[config.mk]
export PLATFORM = sky130hd
export DESIGN_NAME = fb_mem_arbiter_flat
export DESIGN_NICKNAME = d
export VERILOG_FILES = /design/src/rtl/fb_mem_arbiter_if.sv /design/src/rtl/fb_mem_arbiter.sv /design/src/flat_wrapper.sv
export SDC_FILE = /design/constraint.sdc
export NUM_CORES = 1
export LEC_CHECK = 0
export CORE_MARGIN = 4
export CORE_UTILIZATION = 24
export DETAILED_ROUTE_END_ITERATION = 10
export PLACE_DENSITY = 0.57
export SKIP_LAST_GASP = 1
export SLEW_MARGIN = 20
export SYNTH_ARGS = -nofsm -noshare
export SYNTH_HDL_FRONTEND = slang
export SYNTH_SLANG_ARGS = --single-unit
[constraint.sdc]
create_clock -name pixel_clk -period 2.4 [get_ports pixel_clk]
set_input_delay 0.48 -clock pixel_clk [delete_from_list [all_inputs] [get_ports pixel_clk]]
set_output_delay 0.48 -clock pixel_clk [all_outputs]
set_load 0.1 [all_outputs]
[src/rtl/fb_mem_arbiter_if.sv]
// Frame-buffer arbiter bus: reader port, writer port and memory command port.
//
// Handshake: a requester raises req with addr/data valid in the same cycle;
// gnt is combinational and a transfer happens on exactly the cycles where
// req && gnt. A requester need not hold req while refused. rd_valid/rd_data
// is a one-cycle response pulse per accepted read, returned in accept order,
// with no back-pressure. mem_en is a one-cycle command strobe qualifying
// mem_we/mem_addr/mem_wdata.
interface fb_mem_arbiter_if #(
  parameter int ADDR_W = 19,
  parameter int DATA_W = 8
);
  logic              rd_req;
  logic [ADDR_W-1:0] rd_addr;
  logic              rd_gnt;
  logic              rd_valid;
  logic [DATA_W-1:0] rd_data;
  logic              wr_req;
  logic [ADDR_W-1:0] wr_addr;
  logic [DATA_W-1:0] wr_data;
  logic              wr_gnt;
  logic              mem_en;
  logic              mem_we;
  logic [ADDR_W-1:0] mem_addr;
  logic [DATA_W-1:0] mem_wdata;
  logic [DATA_W-1:0] mem_rdata;

  // Arbiter side.
  modport slave (
    input  rd_req, rd_addr, wr_req, wr_addr, wr_data, mem_rdata,
    output rd_gnt, rd_valid, rd_data, wr_gnt,
           mem_en, mem_we, mem_addr, mem_wdata
  );

  // Requester / memory side.
  modport master (
    output rd_req, rd_addr, wr_req, wr_addr, wr_data, mem_rdata,
    input  rd_gnt, rd_valid, rd_data, wr_gnt,
           mem_en, mem_we, mem_addr, mem_wdata
  );
endinterface

[src/rtl/fb_mem_arbiter.sv]
// Single-port frame-buffer arbiter between the display reader and the
// processed-image writer. The reader wins during active video, except that a
// writer refused WR_MAX_WAIT consecutive cycles is forced through. The writer
// wins during blanking. Accepted transfers become a registered memory command
// one cycle later; reads come back in order MEM_LAT cycles after the command
// (MEM_LAT legal range 1..4).
module fb_mem_arbiter #(
  parameter int ADDR_W      = 19,
  parameter int DATA_W      = 8,
  parameter int MEM_LAT     = 1,
  parameter int WR_MAX_WAIT = 15
) (
  input  logic                 pixel_clk,
  input  logic                 rst,
  input  logic                 disp_active,
  input  logic                 frame_start,
  fb_mem_arbiter_if.slave      bus,
  output logic [15:0]          force_cnt
);

  // A zero wait limit still needs a one-bit counter to compare against.
  localparam int WC_W = (WR_MAX_WAIT > 0) ? $clog2(WR_MAX_WAIT + 1) : 1;
  localparam logic [WC_W-1:0] WC_MAX = WC_W'(WR_MAX_WAIT);

  logic [WC_W-1:0]   wait_cnt;
  logic              wr_wins;
  logic              rd_gnt_c;
  logic              wr_gnt_c;
  logic              forced;
  logic              accept;
  logic [ADDR_W-1:0] acc_addr;
  logic [MEM_LAT-1:0] rd_pipe;

  // Grant decision: at most one grant per cycle, none while in reset.
  always_comb begin
    wr_wins  = !bus.rd_req || !disp_active || (wait_cnt == WC_MAX);
    wr_gnt_c = !rst && bus.wr_req && wr_wins;
    rd_gnt_c = !rst && bus.rd_req && !(bus.wr_req && wr_wins);
    // The writer beating a live reader in active video is only possible
    // through the starvation limit.
    forced   = wr_gnt_c && bus.rd_req && disp_active;
    accept   = rd_gnt_c || wr_gnt_c;
    acc_addr = wr_gnt_c ? bus.wr_addr : bus.rd_addr;
  end

  assign bus.rd_gnt = rd_gnt_c;
  assign bus.wr_gnt = wr_gnt_c;

  // Consecutive-refusal counter for the writer, saturating at the limit.
  always_ff @(posedge pixel_clk) begin
    if (rst) begin
      wait_cnt <= '0;
    end else if (!bus.wr_req || wr_gnt_c) begin
      wait_cnt <= '0;
    end else if (wait_cnt != WC_MAX) begin
      wait_cnt <= wait_cnt + 1'b1;
    end
  end

  // Per-frame forced-grant count; frame_start reloads, counting a coincident force.
  always_ff @(posedge pixel_clk) begin
    if (rst) begin
      force_cnt <= 16'h0000;
    end else if (frame_start) begin
      force_cnt <= forced ? 16'h0001 : 16'h0000;
    end else if (forced && (force_cnt != 16'hFFFF)) begin
      force_cnt <= force_cnt + 16'h0001;
    end
  end

  // Memory command register; address/data hold when idle, wdata holds on reads.
  always_ff @(posedge pixel_clk) begin
    if (rst) begin
      bus.mem_en    <= 1'b0;
      bus.mem_we    <= 1'b0;
      bus.mem_addr  <= {ADDR_W{1'b0}};
      bus.mem_wdata <= {DATA_W{1'b0}};
    end else begin
      bus.mem_en <= accept;
      bus.mem_we <= wr_gnt_c;
      if (accept) begin
        bus.mem_addr <= acc_addr;
      end
      if (wr_gnt_c) begin
        bus.mem_wdata <= bus.wr_data;
      end
    end
  end

  // Read tracker: one bit per issued read command, aligned to mem_rdata.
  always_ff @(posedge pixel_clk) begin
    if (rst) begin
      rd_pipe <= '0;
    end else begin
      rd_pipe[0] <= bus.mem_en && !bus.mem_we;
      for (int i = 1; i < MEM_LAT; i++) begin
        rd_pipe[i] <= rd_pipe[i-1];
      end
    end
  end

  // Read return register: capture memory data as the tracked read emerges.
  always_ff @(posedge pixel_clk) begin
    if (rst) begin
      bus.rd_valid <= 1'b0;
      bus.rd_data  <= {DATA_W{1'b0}};
    end else begin
      bus.rd_valid <= rd_pipe[MEM_LAT-1];
      if (rd_pipe[MEM_LAT-1]) begin
        bus.rd_data <= bus.mem_rdata;
      end
    end
  end

endmodule

[src/flat_wrapper.sv]
// flat-port wrapper written by rule: the top's interface ports become plain ports
module fb_mem_arbiter_flat 
#(
  parameter int ADDR_W      = 19,
  parameter int DATA_W      = 8,
  parameter int MEM_LAT     = 1,
  parameter int WR_MAX_WAIT = 15
)
  (pixel_clk, rst, disp_active, frame_start, force_cnt, bus_rd_req, bus_rd_addr, bus_wr_req, bus_wr_addr, bus_wr_data, bus_mem_rdata, bus_rd_gnt, bus_rd_valid, bus_rd_data, bus_wr_gnt, bus_mem_en, bus_mem_we, bus_mem_addr, bus_mem_wdata);
  fb_mem_arbiter_if #(.ADDR_W(ADDR_W), .DATA_W(DATA_W)) bus_i ();
  input  logic pixel_clk;
  input  logic rst;
  input  logic disp_active;
  input  logic frame_start;
  output logic [15:0] force_cnt;
  input wire logic [$bits(bus_i.rd_req)-1:0] bus_rd_req;
  input wire logic [$bits(bus_i.rd_addr)-1:0] bus_rd_addr;
  input wire logic [$bits(bus_i.wr_req)-1:0] bus_wr_req;
  input wire logic [$bits(bus_i.wr_addr)-1:0] bus_wr_addr;
  input wire logic [$bits(bus_i.wr_data)-1:0] bus_wr_data;
  input wire logic [$bits(bus_i.mem_rdata)-1:0] bus_mem_rdata;
  output wire logic [$bits(bus_i.rd_gnt)-1:0] bus_rd_gnt;
  output wire logic [$bits(bus_i.rd_valid)-1:0] bus_rd_valid;
  output wire logic [$bits(bus_i.rd_data)-1:0] bus_rd_data;
  output wire logic [$bits(bus_i.wr_gnt)-1:0] bus_wr_gnt;
  output wire logic [$bits(bus_i.mem_en)-1:0] bus_mem_en;
  output wire logic [$bits(bus_i.mem_we)-1:0] bus_mem_we;
  output wire logic [$bits(bus_i.mem_addr)-1:0] bus_mem_addr;
  output wire logic [$bits(bus_i.mem_wdata)-1:0] bus_mem_wdata;
  assign bus_i.rd_req = bus_rd_req;
  assign bus_i.rd_addr = bus_rd_addr;
  assign bus_i.wr_req = bus_wr_req;
  assign bus_i.wr_addr = bus_wr_addr;
  assign bus_i.wr_data = bus_wr_data;
  assign bus_i.mem_rdata = bus_mem_rdata;
  assign bus_rd_gnt = bus_i.rd_gnt;
  assign bus_rd_valid = bus_i.rd_valid;
  assign bus_rd_data = bus_i.rd_data;
  assign bus_wr_gnt = bus_i.wr_gnt;
  assign bus_mem_en = bus_i.mem_en;
  assign bus_mem_we = bus_i.mem_we;
  assign bus_mem_addr = bus_i.mem_addr;
  assign bus_mem_wdata = bus_i.mem_wdata;
  fb_mem_arbiter #(.ADDR_W(ADDR_W), .DATA_W(DATA_W), .MEM_LAT(MEM_LAT), .WR_MAX_WAIT(WR_MAX_WAIT)) u_core (.pixel_clk(pixel_clk), .rst(rst), .disp_active(disp_active), .frame_start(frame_start), .bus(bus_i), .force_cnt(force_cnt));
endmodule
=== After elaboration in Yosys (flattened, before gate mapping) ===
Index checks and enable logic that the tools add are counted.

* Flip-flop bits (word level): 59
* Bits of input ports: 60
* Output and inout bits: 56

* Add/subtract/negate cells: 2
* Eq/ne operators: 3
* Muxes and demuxes: 4
* Reduce and logical (&&, ||, !) cells: 21

{| class="wikitable"
|+ Operators with widths
! cell !! count
|-
| $mux W16 || 2
|-
| $mux W19 || 1
|-
| $add A16 B1 Y16 const B || 1
|-
| $ne A16 B16 Y1 const B || 1
|-
| $logic_and A1 B1 Y1 || 9
|-
| $logic_not A1 Y1 || 6
|-
| $add A4 B1 Y4 const B || 1
|-
| $eq A4 B4 Y1 const B || 1
|-
| $logic_or A1 B1 Y1 || 4
|-
| $ne A4 B4 Y1 const B || 1
|-
| $reduce_bool A2 Y1 || 1
|-
| $reduce_or A2 Y1 || 1
|-
| $mux W1 || 1
|}

=== Longest topological paths before layout ===
* Depth after elaboration: 9
* Depth in mapped cells: 6
* Depth with buffers taken out: 5

=== Worst setup path before layout ===
OpenSTA, ideal clock, no wires.

* Path kind: reg2out
* From: reg u_core.wait_cnt[0]
* To: out bus_rd_gnt
* Arrival time: 3343 ps
* Required time: 1920 ps
* Setup slack: -1423 ps
* Cell stages (with the launch flop): 6
* Buffers on the path: 1
* Cells stage by stage: dfxtp_1 ha_1 and3_1 o21a_1 clkbuf_1 nor3b_1

* Cells in the longest elaborated chain, start to end: 5

{| class="wikitable"
|+ Ends and longest elaborated chain
! element !! RTL line !! RTL
|-
| start, declared || fb_mem_arbiter.sv:25 || <nowiki>logic [WC_W-1:0] wait_cnt;</nowiki>
|-
| start signal, assigned || fb_mem_arbiter.sv:56 || <nowiki>wait_cnt <= wait_cnt + 1'b1;</nowiki>
|-
| $eq A4 B4 Y1 || fb_mem_arbiter.sv:36 || <nowiki>wr_wins = !bus.rd_req || !disp_active || (wait_cnt == WC_MAX);</nowiki>
|-
| $logic_or A1 B1 Y1 || fb_mem_arbiter.sv:36 ||
|-
| $logic_and A1 B1 Y1 || fb_mem_arbiter.sv:38 || <nowiki>rd_gnt_c = !rst && bus.rd_req && !(bus.wr_req && wr_wins);</nowiki>
|-
| $logic_not A1 Y1 || fb_mem_arbiter.sv:38 ||
|-
| $logic_and A1 B1 Y1 || fb_mem_arbiter.sv:38 ||
|-
| end, declared || flat_wrapper.sv:22 || <nowiki>output wire logic [$bits(bus_i.rd_gnt)-1:0] bus_rd_gnt;</nowiki>
|}

Every way passes these cells.

=== Final worst setup path ===
Same ends and word-level chain as after synthesis.

==> impl_metrics.yaml <==
run:
  cap_violations: 0
worst_setup_path:
  cp.required_ps: 1920
  crit_path_start_kind: "register"
  worstPathMaxFanout: 4
  cp_slowest_cell: "dfxtp_1"
  crit_chain: "ha_1, and3_2, o21a_1, nor3b_4, buf_12"
  crit_type: "register to output port"
  r2r-start: "u_core.wait_cnt[0]$_SDFFE_PP0P_"
  crit_start: "u_core.wait_cnt[0]$_SDFFE_PP0P_"
  max_stage_delay_ps: 340
  path_delay_family: "simple AND/OR/NAND/NOR gates"
  worst_ep_arrival_time_ps: 1830
  path_buf_inv: 1
  end_kind: "output port"
power_and_ir_drop:
  irDropWorstVdd_uv: 290
  power.density_nw_per_um2: 643
  p_sw_mw: 0.860
  intPower_mw: 1.73
  switching_share: 0.332
  p_seq_frac: 0.406
  combPwrFrac: 0.246
  p_clk_frac: 0.348
  p_leak_nw: 1.62
finish:
  final_util: 0.390
  insertedDiodeCount: 0
  final_cell_mix: "buf_4, clkdlybuf4s50_1, dfxtp_1"
  drive_gt1_frac: 0.254
  fill_cells: 1032
  multi_input_area_sq_um: 1320
  final_common_cell: "buf_4"
  final_nets: 462
  area_growth_pct: 57.6
  seqCellArea_sq_um: 1190
grt:
  grtUsageTotal: 0.119
  overflow: 0
  antenna_found_initial: 0
  grt_pass1_vias: 2500
  grt_pass1_wl_um: 12100
  grt_max_degree: 46
yosys:
  synth_seq_cells: 59
  avgSynthCellArea_sq_um: 9.12
  syn_inst: 280
  synthesis.area_sq_um: 2550
  syn-num-nets: 342
  synth_edf_count: 0
  synthFlopType: "dfxtp_1"
  ys_seq_area_frac: 0.463
  netlist-cell-type-count: 37
  ys_async_sr_fraction: 0
  yosys_warnings: 0
worst_hold_path:
  hold_start: "u_core.bus.mem_we$_SDFF_PP0_"
  worst_hold_path_type: "register to register"
clock_network:
  cts_tree: "built"
  path_clk_slew_ps: 70
  cts_resized: 0
  clkLatencyLatePin_ps: 330
  cts_sinks: 59
  cts.htree.levels: 3
  clock_path_buffers: 2
  post_cts_buffers: 0
  cts_made_buffers: 9
  cts_hold_buffers: 0
  root_buffer: "clkbuf_8"
placement:
  dp_slack_ps: -98.1
  portBuffers: 115
  dp_hpwl_um: 5470
  gp_congestion: 0.729
routing:
  wl_um: 7490
  drtIter0Drc: 90
  wl_per_cell_um: 13.9
  drtPass1Iterations: 4
  ant_nets: 0
  num_vias: 2513
  viasPerCell: 4.65
  drcViolationCount: 0
timing:
  setup_viol: 0
  clock_skew_ps: 9.53
  drv_slew: 0
  timing.final.ws_setup_ps: 90.8
  relSlewSlack: 0.614
  rsz0062_at_grt: "no"
  min_period_ps: 2310
  worst_slew_pin_slew_ps: 575
  fmax_mhz: 433
  fin_crit_sh: 0.962
  hold_violations: 0
floorplanning:
  core_area_sq_um: 10300
  fp-row-count: 37
  die_y_um: 111
  start_util: 0.247
  pin_count: 116
  die_w_um: 111
  dieArea_sq_um: 12300
run_status:
  status: "finished, final reports clean"
==> kinds of logic (layout without fill, tap and decap cells) <==
kind of cell / Yosys count / after routing / synth area share
XOR/XNOR: 1 / 1 / 0.00343
AO/OA/AOI/OAI: 64 / 64 / 0.169
buffers and inverters: 20 / 145 / 0.0338
AND/OR/NAND/NOR: 106 / 106 / 0.211
multiplexers: 28 / 28 / 0.110
flip-flops: 59 / 59 / 0.463
adder cells (fa/ha/maj): 2 / 2 / 0.00980
==> per-layer routing <==
| metal | vias up | global-route usage | share of wire |
|---|---|---|---|
| met5 | - | 0 | 0 |
| li1 | 1279 | - | - |
| met4 | 0 | 0.0438 | 0.011 |
| met3 | 8 | 0.0551 | 0.10 |
| met1 | 1131 | 0.144 | 0.43 |
| met2 | 95 | 0.186 | 0.45 |
==> registers in the layout, indices dropped and copies added (netlist names) <==
| name | flops |
|---|---|
| u_core.rd_pipe | 1 |
| u_core.bus.rd_data | 8 |
| u_core.wait_cnt | 4 |
| u_core.bus.mem_wdata | 8 |
| u_core.bus.mem_en | 1 |
| u_core.bus.mem_we | 1 |
| u_core.bus.mem_addr | 19 |
| u_core.bus.rd_valid | 1 |
| u_core.force_cnt | 16 |
==> through the flow <==
step | setup TNS (ps) | hold slack, ps | instances | area (sq um) | total power [mW]
2_1_floorplan | -69.0 | 452 | 280 | 2580 | 1.50
3_3_place_gp | -341 | 409 | 525 | 3830 | 1.71
3_5_place_dp | -679 | 421 | 525 | 3830 | 1.71
4_1_cts | 0 | 435 | 541 | 4020 | 2.64
5_1_grt | 0 | 448 | 541 | 4020 | 2.71
6_report | 0 | 436 | 541 | 4020 | 2.59
==> worst reg2reg max path: stages, from the launching register on <==
cell and delay [ps]:
dfxtp_1 370, ha_1 240, nand3_1 160, or4_4 610, or4_1 520, a21oi_1 140
==> power by group through the flow <==
stage | Sequential, mW | Combinational (mW) | Clock [mW]
after CTS | 1.05 | 0.643 | 0.943
after floorplan | 1.37 | 0.128 | 0
final | 1.05 | 0.637 | 0.902
after global routing | 1.06 | 0.664 | 0.992
after detailed placement | 1.07 | 0.643 | 0
after global placement | 1.07 | 0.641 | 0
==> layout make-up <==
cell class / count / area share
sequential: 59 / 0.296
multi-input combinational: 201 / 0.327
tap: 136 / 0.0423
timing repair buffer: 129 / 0.286
clock buffer: 11 / 0.0351
clock inverter: 5 / 0.0131
==> final timing paths <==
check / end / slack [ps] / cells past startpoint
worst max-delay path: bus_rd_gnt / 90 / 5
worst min-delay path: u_core.rd_pipe$_SDFF_PP0_ / 440 / 1
worst min register to register: u_core.rd_pipe$_SDFF_PP0_ / 440 / 1
worst max register to register: u_core.force_cnt[11]$_SDFFE_PP0P_ / 290 / 5
==> synth_stat cells, types with 4 or more instances <==
cell type | instances | area [sq um]
o21ai_0 | 4 | 20.0
a211oi_1 | 19 | 143
a21oi_1 | 19 | 95.1
nand3_1 | 9 | 45.0
or4_1 | 9 | 67.6
or3_1 | 4 | 25.0
mux2i_1 | 28 | 280
nand4_1 | 4 | 25.0
dfxtp_1 | 59 | 1180
nor2_1 | 35 | 131
nand2_1 | 26 | 97.6
o31ai_1 | 8 | 60.1
clkbuf_1 | 14 | 52.6
(Power assumes the default switching activity.)
==> patch 1: new RTL, config.mk and constraints unchanged <==
Put one more register stage on the output `force_cnt`, with the module's reset. The value now appears one clock later. The other outputs are not delayed to match.
--- a/src/rtl/fb_mem_arbiter.sv
+++ b/src/rtl/fb_mem_arbiter.sv
@@ -23,2 +23,4 @@
   localparam logic [WC_W-1:0] WC_MAX = WC_W'(WR_MAX_WAIT);
+
+  logic [15:0] force_cnt_s0;
 
@@ -62,7 +64,7 @@
     if (rst) begin
-      force_cnt <= 16'h0000;
+      force_cnt_s0 <= 16'h0000;
     end else if (frame_start) begin
-      force_cnt <= forced ? 16'h0001 : 16'h0000;
-    end else if (forced && (force_cnt != 16'hFFFF)) begin
-      force_cnt <= force_cnt + 16'h0001;
+      force_cnt_s0 <= forced ? 16'h0001 : 16'h0000;
+    end else if (forced && (force_cnt_s0 != 16'hFFFF)) begin
+      force_cnt_s0 <= force_cnt_s0 + 16'h0001;
     end
@@ -114,2 +116,10 @@
 
+  always_ff @(posedge pixel_clk) begin
+    if (rst) begin
+      force_cnt <= '0;
+    end else begin
+      force_cnt <= force_cnt_s0;
+    end
+  end
+
 endmodule
Check against the original RTL: no difference found for any inputs over 10 cycles, from zero or initial values and one cycle with rst high; that may be too few to reach the edited logic, so the function may still have changed.
==> patch 1 against the original RTL <==
- via count is 8.8% higher
- sequential power up 26%
- area after synthesis up 16%
- power grew 23%
- routed wire length is 9.0% higher
- cell area up 11%
- setup slack improved by 29 ps
- sequential cell count up 16
- sequential share of layout area increased by 4.0 points
- die area is 15% higher
- cell count grew 6.7%
- clock power increased by 36%
- non-clock buffer count is 6 lower
- critical path type unchanged
- critical endpoint unchanged
==> patch 1: results (changes against the original RTL) <==
metric	value	unit	change
Final Routed Wirelength	8.165	mm	+9.0%
H-Tree Depth	3		unchanged
Vias/cell	4.740		+2.0%
number of synthesized flops with an enable pin	0		unchanged
antenna diode count	0		unchanged
PortBufs	115		unchanged
HP Class	flop to flop		
synth warn	0		unchanged
number of global-route vias before repair	2800		+12%
clock latency on the worst-skew pair	330	ps	about the same
syn_nets	376		+9.9%
metal2 WL	3.840	mm	+14%
slew margin rel.	47.49	%	-14 points
clk buf depth	2		unchanged
DR pass1 iterations	4		unchanged
Num CTS Buffers	9		unchanged
DRT met1 WL	3.558	mm	+9.4%
Worst VDD drop	0.3221	mV	+11%
CP max FO	6		+2
1st-iter DRT viols	119		+32%
main area contributors after synthesis	dfxtp_1 51%, mux2i_1 9.5%, nor2_1 5.1%		
DR top layer	met4		
number of nets in the layout	489		+5.8%
Async SR Flop Fraction	0	%	unchanged
synth unique cells	37		unchanged
met3 wire len	651	um	-17%
largest net degree at the start of global routing	63		+37%
initial antenna violation count	0		unchanged
Final Skew	6.545	ps	-2.984 ps
status	complete, no violations		
placed cell areas	4189	um^2	+9.5%
hpwl dp	5.963	mm	+8.9%
clock root cell	clkbuf_16		
clock-pin transition on the worst setup and hold timing paths	60	ps	
first-pass GRT wire length	13.66	mm	+13%
crit path DAT	1800	ps	-30 ps
most frequent cells after synthesis	75 x dfxtp_1, 40 x nor2_1, 28 x mux2i_1		
Lkg Pwr	1.766	nW	+9.3%
sequential-to-total area share from yosys stat	50.85	%	+4.6 points
Hold-fix buffers, CTS	0		unchanged
total track usage	11.65	%	-0.29 points
share of post-route cells with drive strength above 1	19.77	%	-5.7 points
Final GP Congestion	0.7756		+6.4%
biggest regs	u_core.bus.mem_addr x19, u_core.force_cnt x16, u_core.force_cnt_s0 x16		
fin. max-slew vios	0		unchanged
==> patch 1: cells by family (layout without fill, tap and decap cells) <==
kind of cell             Yosys count  count (layout)  share of synthesized area (%)
XOR/XNOR                           1               1                         0.2967
AND/OR/NAND/NOR                  121             121                          20.93
adder cells (fa/ha/maj)            2               2                         0.8473
AO/OA/AOI/OAI                     62              62                          13.90
multiplexers                      28              28                          9.492
buffers and inverters             25             141                          3.686
flip-flops                        75              75                          50.85
==> patch 1: worst max-delay path, stage by stage (launching register included) <==
cell and delay, ps:
dfxtp_1 340, ha_1 260, and3_4 230, o21a_1 230, nor3b_4 210, buf_12 200
==> patch 1: final timing paths <==
kind,from,endpoint,slack (ps),depth (start not counted)
worst max-delay path,u_core.wait_cnt[0]$_SDFFE_PP0P_,bus_rd_gnt,120,5
worst min-delay path,u_core.bus.mem_we$_SDFF_PP0_,u_core.rd_pipe$_SDFF_PP0_,420,1
worst max register to register,u_core.wait_cnt[0]$_SDFFE_PP0P_,u_core.force_cnt_s0[7]$_SDFFE_PP0P_,510,5
worst min register to register,u_core.bus.mem_we$_SDFF_PP0_,u_core.rd_pipe$_SDFF_PP0_,420,1
==> patch 1: what timing repair did <==
item,CTS,global route
endpoints found under the setup margin,0,1
setup buffers,0,0
resized for setup,0,2
==> patch 1: area by class of cell <==
| cell class | instances | area, um^2 |
|---|---|---|
| inverter | 4 | 15.01 |
| fill | 1208 | 7550 |
| timing repair buffer | 123 | 1116 |
| tap | 147 | 183.9 |
| clock buffer | 11 | 252.7 |
| sequential | 75 | 1501 |
| clock inverter | 3 | 15.01 |
| multi-input combinational | 214 | 1378 |
==> patch 1: metrics by stage <==
stage | util [%] | power (mW) | setup WS (ps) | std cells
after floorplan | - | 1.773 | -161.5 | 314
after global placement | 34.88 | 1.985 | 114.4 | 563
after detailed placement | 34.88 | 1.989 | 84.75 | 563
after CTS | 37.10 | 3.237 | 2.155 | 577
after global routing | 37.15 | 3.301 | 61.48 | 577
final | 37.15 | 3.183 | 119.5 | 577
==> patch 1: layer usage <==
metal / vias to the layer above / track usage (%)
met5: - / 0
met4: 0 / 4.852
met3: 9 / 4.463
met2: 91 / 19.11
met1: 1269 / 13.61
li1: 1366 / -
==> patch 1: where the power goes <==
group          total [mW]  internal [mW]  switching, mW
combinational       0.640          0.204          0.436
sequential           1.32           1.29         0.0279
clock                1.23          0.739          0.487
==> patch 2: new RTL, config.mk and constraints unchanged <==
Made on the original files. `DATA_W` is set to 8 in 3 places; all go to 6.
--- a/src/rtl/fb_mem_arbiter_if.sv
+++ b/src/rtl/fb_mem_arbiter_if.sv
@@ -10,3 +10,3 @@
   parameter int ADDR_W = 19,
-  parameter int DATA_W = 8
+  parameter int DATA_W = 6
 );
--- a/src/rtl/fb_mem_arbiter.sv
+++ b/src/rtl/fb_mem_arbiter.sv
@@ -8,3 +8,3 @@
   parameter int ADDR_W      = 19,
-  parameter int DATA_W      = 8,
+  parameter int DATA_W      = 6,
   parameter int MEM_LAT     = 1,
--- a/src/flat_wrapper.sv
+++ b/src/flat_wrapper.sv
@@ -4,3 +4,3 @@
   parameter int ADDR_W      = 19,
-  parameter int DATA_W      = 8,
+  parameter int DATA_W      = 6,
   parameter int MEM_LAT     = 1,
Ports: changed (resized bus_mem_rdata, bus_mem_wdata, bus_rd_data and bus_wr_data); port bits go from 116 to 108. No check against the original RTL was run, so the function may have changed too.
==> patch 2 against the original RTL <==
- routed wire length up 0.20%
- hold slack improved by 5.8 ps
- critical endpoint unchanged
- cell area decreased by 6.7%
- sequential cell count down 4
- clock power shrank 37%
- utilization fell by 2.6 points
- area after synthesis stayed put
- setup slack improved by 8.6 ps
- power shrank 17%
- count of clock-buffer cells in the layout down 6
==> patch 2: results (changes against the original RTL) <==
metric	value	unit	change
status	complete, no violations		
largest net degree at the start of global routing	48		+4.3%
clock latency on the worst-skew pair	310	ps	-20 ps
via count	2379		-5.3%
syn_nets	332		-2.9%
Layout fillers	1060		+2.7%
WL/cell	14.58	um	+5.3%
number of nets in the layout	436		-5.6%
crit path DAT	1820	ps	
Lkg Pwr	1.492	nW	-7.7%
clock-pin transition on the worst setup and hold timing paths	120	ps	+50 ps
share of post-route cells with drive strength above 1	22.96	%	-2.5 points
slew margin rel.	65.91	%	+4.5 points
CP max-delay cell	clkdlybuf4s50_1		
CP peak stage delay	520	ps	+180 ps
Post-Syn Instances	274		-2.1%
PortBufs	107		-7.0%
Final GP Congestion	0.7462		+2.3%
total track usage	11.92	%	-0.014 points
first-pass GRT wire length	12.19	mm	+0.80%
most frequent cells after synthesis	55 x dfxtp_1, 37 x mux2i_1, 32 x nor2_1		
Final Skew	9.880	ps	+0.3512 ps
Place WS	137.7	ps	+235.8 ps
1st-iter DRT viols	57		-37%
main area contributors after synthesis	dfxtp_1 43%, mux2i_1 15%, a211oi_1 7.9%		
synth unique cells	45		+22%
Worst VDD drop	0.2795	mV	-3.6%
placed cell areas	3650	um^2	-4.6%
synth warn	0		unchanged
==> patch 2: worst max-delay path, delay by kind of cell <==
family	cells	cell delay (ps)
AO/OA/AOI/OAI	1	220
buffers and inverters	2	730
AND/OR/NAND/NOR	2	380
==> patch 2: final timing paths <==
| check | from | to | slack, ps | cells past startpoint |
|---|---|---|---|---|
| max | disp_active | bus_rd_gnt | 100 | 5 |
| max reg2reg | u_core.wait_cnt[0]$_SDFFE_PP0P_ | u_core.bus.mem_addr[7]$_SDFFE_PP0P_ | 620 | 6 |
| min reg2reg | u_core.bus.mem_we$_SDFF_PP0_ | u_core.rd_pipe$_SDFF_PP0_ | 440 | 1 |
| min | u_core.bus.mem_we$_SDFF_PP0_ | u_core.rd_pipe$_SDFF_PP0_ | 440 | 1 |
==> patch 2: through the flow <==
step	util (%)	hold WS, ps
floorplan	-	440.1
global placement	35.35	417.1
detailed placement	35.35	424.6
CTS	36.29	458.7
global route	36.35	464.1
finish	36.35	441.7
==> patch 2: what timing repair did <==
| action | 4_1_cts | 5_1_grt |
|---|---|---|
| endpoints found under the hold margin | 0 | 0 |
| resized for setup | 0 | 3 |
| setup buffers | 0 | 0 |
| endpoints found under the setup margin | 0 | 1 |
==> patch 2: layer usage <==
layer | global-route usage (%) | wire length [um]
met1 | 14.27 | 3185
met2 | 21.04 | 3811
met3 | 3.166 | 444
met4 | 3.244 | 68
met5 | 0 | 0
==> patch 2: logic make-up after synthesis <==
| group | Yosys count | synth area share, % |
|---|---|---|
| DFF | 55 | 43.14 |
| adders and majority gates | 2 | 0.9802 |
| and+or+nand+nor | 107 | 21.91 |
| xor gates and xnor gates | 1 | 0.3432 |
| muxes | 37 | 14.51 |
| AOI/OAI and AO/OA | 50 | 14.26 |
| buffers and inverters | 22 | 4.853 |
==> patch 2: layout make-up <==
class | instances | share of cell area [%]
clock inverters | 3 | 0.7336
clock buffers | 5 | 1.834
multi-input cells | 197 | 35.71
repair buffers | 117 | 27.61
well taps | 136 | 4.535
flip-flops and latches | 55 | 29.38
inverters | 2 | 0.2001
==> patch 2: power by group <==
part           switching, mW  leakage, nW  internal, mW
clock                  0.347       0.0467         0.218
sequential            0.0248        0.451         0.953
combinational          0.407        0.994         0.189
total                  0.779         1.49          1.36
